==> src/rtl/vga_window_timing_gen.sv <==
// VGA timing generator with a positioned frame-buffer window, colour bars and border overlay.
// State advances on a divided pixel tick; video outputs come out of a two-tick pipeline.
module vga_window_timing_gen #(
  parameter int CLK_DIV  = 2,
  parameter int H_FRONT  = 16,
  parameter int H_SYNC   = 96,
  parameter int H_BACK   = 48,
  parameter int H_ACT    = 640,
  parameter int V_FRONT  = 11,
  parameter int V_SYNC   = 2,
  parameter int V_BACK   = 31,
  parameter int V_ACT    = 480,
  parameter int SYNC_POL = 0,
  parameter int WIN_X0   = 100,
  parameter int WIN_Y0   = 50,
  parameter int WIN_W    = 128,
  parameter int WIN_H    = 128,
  parameter int ADDR_W   = 15,
  parameter int BORDER   = 4
) (
  input  logic              clk_n,
  input  logic              reset,
  input  logic [1:0]        mode,
  input  logic [23:0]       pix_data,
  output logic              pix_en,
  output logic              hsync,
  output logic              vsync,
  output logic              vga_blank_n,
  output logic              vga_sync_n,
  output logic              rd_en,
  output logic [ADDR_W-1:0] addr,
  output logic [7:0]        rgb_r,
  output logic [7:0]        rgb_g,
  output logic [7:0]        rgb_b,
  output logic              frame_start
);

  localparam int H_BLANK = H_FRONT + H_SYNC + H_BACK;
  localparam int H_TOTAL = H_BLANK + H_ACT;
  localparam int V_BLANK = V_FRONT + V_SYNC + V_BACK;
  localparam int V_TOTAL = V_BLANK + V_ACT;
  localparam int HW      = $clog2(H_TOTAL);
  localparam int VW      = $clog2(V_TOTAL);
  localparam int DW      = (CLK_DIV > 1) ? $clog2(CLK_DIV) : 1;
  localparam int BAR_W   = H_ACT / 8;
  localparam logic SPOL  = (SYNC_POL != 0);

  if (WIN_W * WIN_H > 2 ** ADDR_W) begin : g_addr_check
    $error("vga_window_timing_gen: window does not fit in ADDR_W address bits");
  end

  logic [DW-1:0] div_cnt_reg;
  logic [HW-1:0] h_cnt_reg;
  logic [VW-1:0] v_cnt_reg;
  logic [1:0]    mode_reg;
  logic          tick;

  assign tick       = (div_cnt_reg == DW'(CLK_DIV - 1));
  assign vga_sync_n = 1'b1;

  always_ff @(posedge clk_n or negedge reset) begin
    if (!reset) begin
      div_cnt_reg <= '0;
      pix_en      <= 1'b0;
    end else begin
      pix_en      <= tick;
      div_cnt_reg <= tick ? '0 : div_cnt_reg + DW'(1);
    end
  end

  always_ff @(posedge clk_n or negedge reset) begin
    if (!reset) begin
      h_cnt_reg <= '0;
      v_cnt_reg <= '0;
      mode_reg  <= 2'b00;
    end else if (tick) begin
      // mode is latched only at the frame origin so a frame never mixes modes
      if (h_cnt_reg == '0 && v_cnt_reg == '0)
        mode_reg <= mode;
      if (h_cnt_reg == HW'(H_TOTAL - 1)) begin
        h_cnt_reg <= '0;
        v_cnt_reg <= (v_cnt_reg == VW'(V_TOTAL - 1)) ? '0 : v_cnt_reg + VW'(1);
      end else begin
        h_cnt_reg <= h_cnt_reg + HW'(1);
      end
    end
  end

  // Stage 0: decode the current counter position
  logic [31:0] h32, v32, ax32, ay32, wx32, wy32;
  logic        active0, hs0, vs0, fs0, win0, brd0, rd0;
  logic [ADDR_W-1:0] addr0;
  logic [6:0]  bar_edge;
  logic [2:0]  bar0;

  assign h32  = 32'(h_cnt_reg);
  assign v32  = 32'(v_cnt_reg);
  assign ax32 = h32 - H_BLANK;
  assign ay32 = v32 - V_BLANK;
  assign wx32 = ax32 - WIN_X0;
  assign wy32 = ay32 - WIN_Y0;

  assign active0 = (h32 >= H_BLANK) && (v32 >= V_BLANK);
  assign hs0     = (h32 >= H_FRONT) && (h32 < H_FRONT + H_SYNC);
  assign vs0     = (v32 >= V_FRONT) && (v32 < V_FRONT + V_SYNC);
  assign fs0     = (h_cnt_reg == '0) && (v_cnt_reg == '0);
  // ax/ay never exceed the active area, so an off-screen window part is simply clipped
  assign win0    = active0 && (ax32 >= WIN_X0) && (ax32 < WIN_X0 + WIN_W) &&
                   (ay32 >= WIN_Y0) && (ay32 < WIN_Y0 + WIN_H);
  assign brd0    = (wx32 < BORDER) || (wx32 >= WIN_W - BORDER) ||
                   (wy32 < BORDER) || (wy32 >= WIN_H - BORDER);
  assign rd0     = win0 && mode_reg[0];
  assign addr0   = rd0 ? ADDR_W'(wy32 * WIN_W + wx32) : '0;

  for (genvar gi = 1; gi < 8; gi++) begin : g_bar_edge
    assign bar_edge[gi-1] = (ax32 >= gi * BAR_W);
  end
  assign bar0 = 3'($countones(bar_edge));

  // Stage 1: RAM request plus the flags that travel alongside it
  logic       act1, hs1, vs1, fs1, win1, brd1;
  logic [2:0] bar1;

  always_ff @(posedge clk_n or negedge reset) begin
    if (!reset) begin
      rd_en <= 1'b0;
      addr  <= '0;
      act1  <= 1'b0;
      hs1   <= 1'b0;
      vs1   <= 1'b0;
      fs1   <= 1'b0;
      win1  <= 1'b0;
      brd1  <= 1'b0;
      bar1  <= 3'd0;
    end else if (tick) begin
      rd_en <= rd0;
      addr  <= addr0;
      act1  <= active0;
      hs1   <= hs0;
      vs1   <= vs0;
      fs1   <= fs0;
      win1  <= win0;
      brd1  <= brd0;
      bar1  <= bar0;
    end
  end

  function automatic logic [23:0] bar_colour(input logic [2:0] idx);
    case (idx)
      3'd0:    return 24'hFFFFFF;
      3'd1:    return 24'hFFFF00;
      3'd2:    return 24'h00FFFF;
      3'd3:    return 24'h00FF00;
      3'd4:    return 24'hFF00FF;
      3'd5:    return 24'hFF0000;
      3'd6:    return 24'h0000FF;
      default: return 24'h000000;
    endcase
  endfunction

  logic [23:0] rgb_next;

  always_comb begin
    rgb_next = 24'h000000;
    if (act1) begin
      case (mode_reg)
        2'b01:   if (win1) rgb_next = pix_data;
        2'b10:   rgb_next = bar_colour(bar1);
        2'b11:   if (win1) rgb_next = brd1 ? 24'hFFFFFF : pix_data;
        default: rgb_next = 24'h000000;
      endcase
    end
  end

  // Stage 2: all video outputs registered together so they stay aligned
  always_ff @(posedge clk_n or negedge reset) begin
    if (!reset) begin
      hsync       <= ~SPOL;
      vsync       <= ~SPOL;
      vga_blank_n <= 1'b0;
      frame_start <= 1'b0;
      rgb_r       <= 8'd0;
      rgb_g       <= 8'd0;
      rgb_b       <= 8'd0;
    end else if (tick) begin
      hsync                 <= hs1 ~^ SPOL;
      vsync                 <= vs1 ~^ SPOL;
      vga_blank_n           <= act1;
      frame_start           <= fs1;
      {rgb_r, rgb_g, rgb_b} <= rgb_next;
    end
  end

endmodule

==> config.mk <==
export PLATFORM = sky130hd
export DESIGN_NAME = vga_window_timing_gen
export DESIGN_NICKNAME = d
export VERILOG_FILES = /design/src/rtl/vga_window_timing_gen.sv
export SDC_FILE = /design/constraint.sdc
export NUM_CORES = 1
export LEC_CHECK = 0
export ABC_AREA = 0
export BUFFER_PORTS_ARGS = -buffer_cell sky130_fd_sc_hd__buf_2
export CORE_ASPECT_RATIO = 1.25
export CORE_MARGIN = 2
export CORE_UTILIZATION = 52
export DETAILED_ROUTE_END_ITERATION = 6
export GPL_TIMING_DRIVEN = 0
export PLACE_DENSITY = 0.77
export SYNTH_ARGS = -nofsm -noshare
export SYNTH_HDL_FRONTEND = slang
export SYNTH_SLANG_ARGS = --single-unit
==> constraint.sdc <==
create_clock -name clk_n -period 3.65 [get_ports clk_n]
set_input_delay 0.365 -clock clk_n [delete_from_list [all_inputs] [get_ports clk_n]]
set_output_delay 0.365 -clock clk_n [all_outputs]
set_load 0.01 [all_outputs]
== Word level (Yosys, flattened, before mapping) ==
Cells that the tools add are included.
W data, S select, Z words.
Cells by class
  add/subtract/negate cells: 14
  eq/ne operators: 11
  reductions and logical operators: 17
  div/mod/pow operators: 0
  shifts and indexed selects: 0
  bitwise logic cells: 2
  multiply operators: 0
  magnitude comparators: 21
  multiplexer cells: 10
Operators by type and width (number)
  $pmux W24 S7: 1
  $ge A32 B7 Y1 const B: 4
  $ge A32 B9 Y1 const B: 3
  $mux W24: 4
  $pmux W24 S3: 1
  $ge A32 B8 Y1 const B: 2
  $lt A32 B3 Y1 const B: 2
  $lt A32 B8 Y1 const B: 2
  $ge A32 B10 Y1 const B: 1
  $ge A32 B6 Y1 const B: 1
  $add A10 B1 Y10 const B: 2
  $eq A10 B10 Y1 const B: 2
  $logic_not A10 Y1: 2
  $mux W10: 2
  $add A15 B12 Y15: 1
  $mux W15: 1
  $sub A11 B7 Y12 const B: 1
  $sub A11 B8 Y12 const B: 1
  $sub A10 B6 Y11 const B: 1
  $sub A10 B8 Y11 const B: 1
  $ge A10 B4 Y1 const B: 1
  $ge A10 B5 Y1 const B: 1
  $ge A10 B6 Y1 const B: 1
  $ge A10 B8 Y1 const B: 1
  18 further kinds: 36
Storage, ports and cells
  bits of input ports: 28
  memories: 0
  output and inout bits: 46
  latch bits: 0
  word-level logic and storage cells: 96
  memory bits (writable): 0
  register bits: 77
  ROM bits: 0

== Logic depth before layout (Yosys ltp) ==
Gate-level depths: netlist of run 1.
  depth in word-level cells: 8
  depth in mapped cells: 16
  gate-level depth less buffers: 14

== Least setup slack after synthesis of run 1 ==
No wires, ideal clock.
  path type: reg2reg
  start: register h_cnt_reg[5]
  end: register bar1[1]
  data arrival time: 3.936 ns
  stages on the path, launching flop included: 15
  data required time: 3.525 ns
  library setup time: 0.125 ns
  slack: -0.411 ns
  cells stage by stage: dfrtp_1 > buf_2 > inv_1 > ha_1 > buf_2 > nor2b_1 > o21ai_0 > o31ai_1 > a21oi_1 > fa_1 > fa_1 > inv_1 > fa_1 > fa_1 > mux2_2
Between the ends
  longest elaborated chain between the ends: 5
RTL lines
  start, declared: RTL line 53  | logic [HW-1:0] h_cnt_reg;
  start signal, assigned: RTL line 84  | h_cnt_reg <= h_cnt_reg + HW'(1);
  $sub A10 B8 Y11 (*): RTL line 98  | assign ax32 = h32 - H_BLANK;
  $ge A32 B7 Y1, or another cell as far along: RTL line 116  | assign bar_edge[gi-1] = (ax32 >= gi * BAR_W);
  $add A1 B1 Y2 (implied by the code): RTL line 118  | assign bar0 = 3'($countones(bar_edge));
  $add A2 B2 Y3 (implied by the code) / $add A2 B1 Y3 (equally long branches): RTL line 118
  $add A3 B3 Y3 (implied by the code) (*): RTL line 118
  net bar0[1]: RTL line 94  | logic [2:0] bar0;
  end signal, assigned: RTL line 144  | bar1 <= bar0;
  end, declared: RTL line 122  | logic [2:0] bar1;
Mark *: on every way through the listed nets, which the timed path passes. The rest lies on a longest branch.
A chain may end at the register's enable or synchronous reset.

== Final worst setup path of run 1 ==
Same ends and word-level chain as after synthesis.

==> out/summary.txt, run 1 <==
Status: complete, no violations
CTS root buffer: clkbuf_16
Primary FF master, synth: dfrtp_1
Antenna diode count: 0
Largest net degree at the start of global routing: 43
Die Span X: 92.4 um
Crit Reg-Reg Endpoint: bar1[1]$_DFFE_PN0P_
Flip-flop count of the largest register after layout: 15
Post-Syn Area: 5080 sq um
Initial DRC Count: 192
Minimum clock period: 3.63 ns
CP cell instances: buf_8 -> inv_8 -> ha_4 -> xor2_1 -> nor3_1 -> a21o_1 -> a21boi_2 -> fa_1 -> fa_1 -> inv_2 -> fa_2 -> fa_1 -> mux2_4
R2R Setup Slk: 0.02 ns
Slowest stage delay, CP: 0.51 ns
Slew Viols, Final: 0
Clock Path Buffers: 2
Core area: 9560 sq um
Top-count cell post-synth: dfrtp_1
CP Capture Type: flip-flop
Synth cell count leaders: dfrtp_1, nor2_1, nand2_1
Yosys reg bits: 77
TritonCTS clock tree: done
WP data arrival: 3.85 ns
Port Buffer Count: 72
Post-synth EDFFs: 0
YS warnings: 0
Filler instances: 809
WL final: 12.6 mm
Placer Congestion: 0.906
CTS Sinks: 77
Vias in the first global route: 4134
Achievable Freq: 0.276 GHz
CP bufs+invs: 3
FFs w/ async S/R, synth: 100%
Ports: 74
CTS clk-pin slew, worst paths: 0.06 ns
Yosys top cell by area: dfrtp_1
Layout cells sized above 1: 27.1%
Post-synthesis area per instance: 9.60 sq um
Placed insts: 728
Cts bufs inserted: 9
Global-route wire length before repair: 20.4 mm
Mapped Cells: 529
Critical Path Most Common Cell: fa_1
Setup violators final: 0
Final Hold Viols: 0
Die H: 114 um
Pwr/cell area: 294 nW/um^2
Initial Utilization: 53.1%
Synth top area cells: dfrtp_1, ha_1, o2bb2ai_1, xnor2_1, nor2_1
Vias per cell: 5.60
Initial antenna violation count: 0
Reg2Reg Launch Point: h_cnt_reg[5]$_DFFE_PN0P_
CP Launch Type: flip-flop
Period utilisation layout: 99.4%
Worst vdd ir: 0.266 mV
Crit path max fanout: 8
GRT Resource Usage Total: 24.8%
Detailed placer's ending HPWL: 9.58 mm
Critical Path RT: 3.87 ns
R2R cell count: 13
Die area: 10600 sq um
Synth Net Count: 590
Leakage: 2.75 nW
Clock Skew: 0.00814 ns
Max-cap viol count: 0
Cell with the largest stage delay on the worst path: fa_1
HP Class: input pin to flip-flop
Vias: 4231
Drt pass-1 iters: 4
# rows: 40
Util after Layout: 64.3%
Yosys top cell area share: 37.0%
Synth-to-layout area growth: 21.1%
Setup WS post-layout: 0.0225 ns
Non-Filler Instances: 756
Remaining routing DRC violations: 0
Top delay family on crit path: adder cells
Final layout net count: 686
Synth cell types: 64
Grt ovf: 0
Relative slew slack: 45.1%
Least-Margin Pin Slew: 0.824 ns
WHS Path Cells: 2
Drt wl/cell: 16.7 um
Clock Latency Late Sink: 0.34 ns
Worst hold endpoint: mode_reg[1]$_DFFE_PN0P_
CTS HTree Levels: 3
Place WS: -0.262 ns
Hold path start: mode[1]
Post-synthesis sequential area ratio: 38.0%
Antenna-violating nets left: 0
Crit Path Category: flip-flop to flip-flop
how the worst max path moves through the flow:
stage,from,to,cells past startpoint
2_1_floorplan,h_cnt_reg[5]$_DFFE_PN0P_,bar1[1]$_DFFE_PN0P_,14
3_3_place_gp,h_cnt_reg[5]$_DFFE_PN0P_,bar1[1]$_DFFE_PN0P_,14
3_5_place_dp,h_cnt_reg[5]$_DFFE_PN0P_,bar1[1]$_DFFE_PN0P_,14
4_1_cts,h_cnt_reg[5]$_DFFE_PN0P_,bar1[1]$_DFFE_PN0P_,13
5_1_grt,h_cnt_reg[8]$_DFFE_PN0P_,bar1[1]$_DFFE_PN0P_,13
6_report,h_cnt_reg[5]$_DFFE_PN0P_,bar1[1]$_DFFE_PN0P_,13
report_power, final:
part / internal (mW) / switching [mW]
Clock: 0.554 / 0.354
Combinational: 0.0158 / 0.0257
Sequential: 0.855 / 0.00151
through the flow:
step	area [sq um]	total power, mW	hold slack, ns	TNS, ns
6_report	6150	1.81	0.252	0
5_1_grt	6150	1.87	0.268	-0.0376
3_3_place_gp	5640	0.910	0.460	-0.405
3_5_place_dp	5660	0.914	0.354	-0.508
2_1_floorplan	5120	0.878	0.0694	0
4_1_cts	6080	1.82	0.243	-0.0500
layout by cell type, fill, tap and decap left out, types with 3 or more instances in the layout:
cell and count:
inv_1 21, nand2b_1 4, nand3_1 14, buf_2 78, fa_1 4, clkbuf_16 9, nand2_1 38, o21a_1 26
a31oi_1 9, nor2_1 52, dfrtp_2 3, or3_1 3, a21oi_2 3, xnor2_1 28, and3_1 3, o22ai_1 4
inv_2 4, nand4_1 7, o2bb2ai_1 29, nor3_1 10, xor2_1 13, o31ai_1 5, and2_1 4, o21ai_1 3
nor2b_1 3, o21ai_0 21, mux2_2 7, a21o_1 5, ha_1 26, buf_4 16, a21oi_1 14, clkbuf_1 18
o2bb2ai_2 9, dfrtp_1 72
timing repair:
action,in CTS,in global routing
gates cloned,0,0
setup endpoints to repair,4,6
endpoints found under the hold margin,12,0
hold buffers,1,0
setup buffers,8,4
resized for setup,17,10
pin swaps,8,5
layer usage:
layer / vias to the layer above / part of all wire [%] / track usage [%]
li1: 2065 / - / -
met1: 2042 / 42 / 29.6
met2: 103 / 52 / 43.8
met3: 21 / 3.9 / 4.81
met4: 0 / 2.3 / 10.2
met5: - / 0 / 0
cells by family (layout without fill, tap and decap cells):
| family | count (synthesis) | in the layout | synth area share (%) |
|---|---|---|---|
| other | 1 | 1 | 0.0739 |
| and+or+nand+nor | 152 | 152 | 14.6 |
| xor gates and xnor gates | 45 | 45 | 8.21 |
| DFF | 77 | 77 | 38.0 |
| adders and majority gates | 34 | 34 | 9.10 |
| buffers and inverters | 60 | 161 | 5.18 |
| AOI/OAI and AO/OA | 150 | 150 | 22.7 |
| muxes | 10 | 10 | 2.19 |
area by class of cell:
class,instances,area [sq um],area share (%)
Buffer,32,168,2.73
Clock buffer,12,246,4.01
Clock inverter,4,55.1,0.895
Inverter,27,111,1.81
Multi-Input combinational cell,392,2990,48.7
Sequential cell,77,1930,31.4
Tap cell,126,158,2.56
Timing Repair Buffer,86,483,7.86
Note: power is estimated with default switching activity, not from simulation.
==> run 2: changes to the inputs <==
- CORE_UTILIZATION: 52 -> 30
- PLACE_DENSITY: 0.77 -> 0.56
==> out/summary.txt, run 2 (synthesis results as in run 1) <==
Setup TNS Final: 0 ns (unchanged)
HP Class: input pin to flip-flop
Critical Path RT: 3.87 ns (about the same)
RSZ-0062 raised after global routing: yes
CP cell instances: buf_8 -> inv_8 -> ha_4 -> xor2_1 -> nor3_1 -> a21o_1 -> a21boi_2 -> fa_1 -> fa_1 -> inv_2 -> fa_2 -> fa_2 -> mux2_4
Layout cells sized above 1: 26.8% (-0.39 points)
Slew Viols, Final: 0 (unchanged)
Leakage: 2.73 nW (-1.0%)
Slowest stage delay, CP: 0.51 ns (about the same)
Die Span X: 120 um (+30%)
# rows: 53 (+33%)
Minimum clock period: 3.60 ns (-0.0235 ns)
Core area: 16700 sq um (+75%)
Synth-to-layout area growth: 22.5%
Die area: 18000 sq um (+70%)
M1 GR Usage: 17.5% (-12 points)
Die H: 149 um (+31%)
Clock Latency Late Sink: 0.34 ns (about the same)
Cell with the largest stage delay on the worst path: fa_1
Crit path max fanout: 8 (unchanged)
CTS HTree Levels: 3 (unchanged)
Relative slew slack: 48.4% (+3.3 points)
M3 GR Usage: 2.86% (-1.9 points)
CTS Sinks: 77 (unchanged)
Flip-flop count of the largest register after layout: 15 (unchanged)
Ports: 74 (unchanged)
Final Hold Viols: 0 (unchanged)
Grt ovf: 0 (unchanged)
Cts bufs inserted: 9 (unchanged)
Worst vdd ir: 0.217 mV (-18%)
Remaining routing DRC violations: 0 (unchanged)
Commonest non-fill, non-tap cell in the layout: buf_2
Final layout net count: 684 (-0.29%)
Initial antenna violation count: 0 (unchanged)
Vias in the first global route: 4331 (+4.8%)
GR Layer Usage met2: 28.4% (-15 points)
CTS root buffer: clkbuf_16
Commonest cells after routing, fill and taps aside: buf_2, dfrtp_1, nor2_1
Crit Path Category: flip-flop to flip-flop
Status: complete, no violations
CP Launch Type: flip-flop
Detailed placer's ending HPWL: 10.5 mm (+10%)
Non-Filler Instances: 848 (+12%)
Vias per cell: 5.13 (-8.4%)
Achievable Freq: 0.277 GHz (+0.65%)
Port Buffer Count: 72 (unchanged)
Initial Utilization: 30.4% (-23 points)
Drt pass-1 iters: 4 (unchanged)
TritonCTS clock tree: done
Initial DRC Count: 238 (+24%)
Antenna-violating nets left: 0 (unchanged)
WL final: 13.8 mm (+9.0%)
Least-Margin Pin Slew: 0.774 ns (-0.0500 ns)
Clock Path Buffers: 2 (unchanged)
Global-route wire length before repair: 22.1 mm (+8.0%)
CTS clk-pin slew, worst paths: 0.06 ns (about the same)
Placed insts: 822 (+13%)
Global routing's busiest layer: met2
Max-cap viol count: 0 (unchanged)
Placer Congestion: 0.897 (-1.1%)
Largest net degree at the start of global routing: 48 (+12%)
Clock Skew: 0.00498 ns (-0.00316 ns)
Period utilisation layout: 98.7% (-0.64 points)
Setup violators final: 0 (unchanged)
CP Capture Type: flip-flop
WP data arrival: 3.83 ns (-0.02 ns)
Vias: 4348 (+2.8%)
Drt wl/cell: 16.3 um (-2.8%)
Pwr/cell area: 274 nW/um^2 (-6.6%)
Antenna diode count: 0 (unchanged)
GRT Resource Usage Total: 15.6% (-9.2 points)
Util after Layout: 37.2% (-27 points)
-- run 2: cell type report --
cell class	instances	area, sq um
plain buffers	32	168
clock buffers	12	236
clock inverters	4	25.0
fillers	1680	10500
inverters	27	109
multi-input cells	392	3000
flip-flops and latches	77	1930
well taps	220	275
repair buffers	84	475
-- run 2: final timing paths --
path | startpoint | to | slack [ns] | cells past startpoint
worst max-delay path | h_cnt_reg[5]$_DFFE_PN0P_ | bar1[1]$_DFFE_PN0P_ | 0.05 | 13
worst min-delay path | mode[0] | mode_reg[0]$_DFFE_PN0P_ | 0.28 | 2
worst max register to register | h_cnt_reg[5]$_DFFE_PN0P_ | bar1[1]$_DFFE_PN0P_ | 0.05 | 13
worst min register to register | fs1$_DFFE_PN0P_ | fs1$_DFFE_PN0P_ | 0.48 | 1
max in group asynchronous | reset | v_cnt_reg[7]$_DFFE_PN0P_ | 2.55 | 3
min in group asynchronous | reset | rgb_r[4]$_DFFE_PN0P_ | 0.51 | 2
-- run 2: critical path: cells and delay by family, from the launching register on --
kind                     cells  cell delay [ns]
adder cells (fa/ha/maj)      5             1.98
flip-flops                   1             0.41
AO/OA/AOI/OAI                2             0.37
multiplexers                 1             0.26
buffers and inverters        3             0.23
XOR/XNOR                     1             0.17
AND/OR/NAND/NOR              1             0.08
-- run 2: metrics by stage --
stage	instance area (sq um)	setup slack, ns	hold slack [ns]	total power [mW]
after floorplan	5120	0.0101	0.0694	0.878
after global placement	5750	-0.211	0.460	0.911
after detailed placement	5780	-0.302	0.338	0.917
after CTS	6150	-0.0365	0.273	1.74
after global routing	6220	-0.0380	0.277	1.77
final	6220	0.0460	0.278	1.71
-- run 2: where the power goes --
group          internal [mW]  switching, mW
logic                 0.0167         0.0271
clock network          0.458          0.346
registers              0.855        0.00163
total                   1.33          0.375
-- run 2: repair_timing --
action | CTS | global route
pin swaps | 3 | 2
hold buffers | 1 | 0
hold endpoints to repair | 28 | 0
setup endpoints to repair | 4 | 5
buffers inserted | 7 | 3
gates resized for setup | 10 | 17
-- run 2: per-layer routing --
metal,wire [um],vias up
met2,7050,157
li1,-,2064
met4,436,0
met5,0,-
met3,735,33
met1,5560,2094
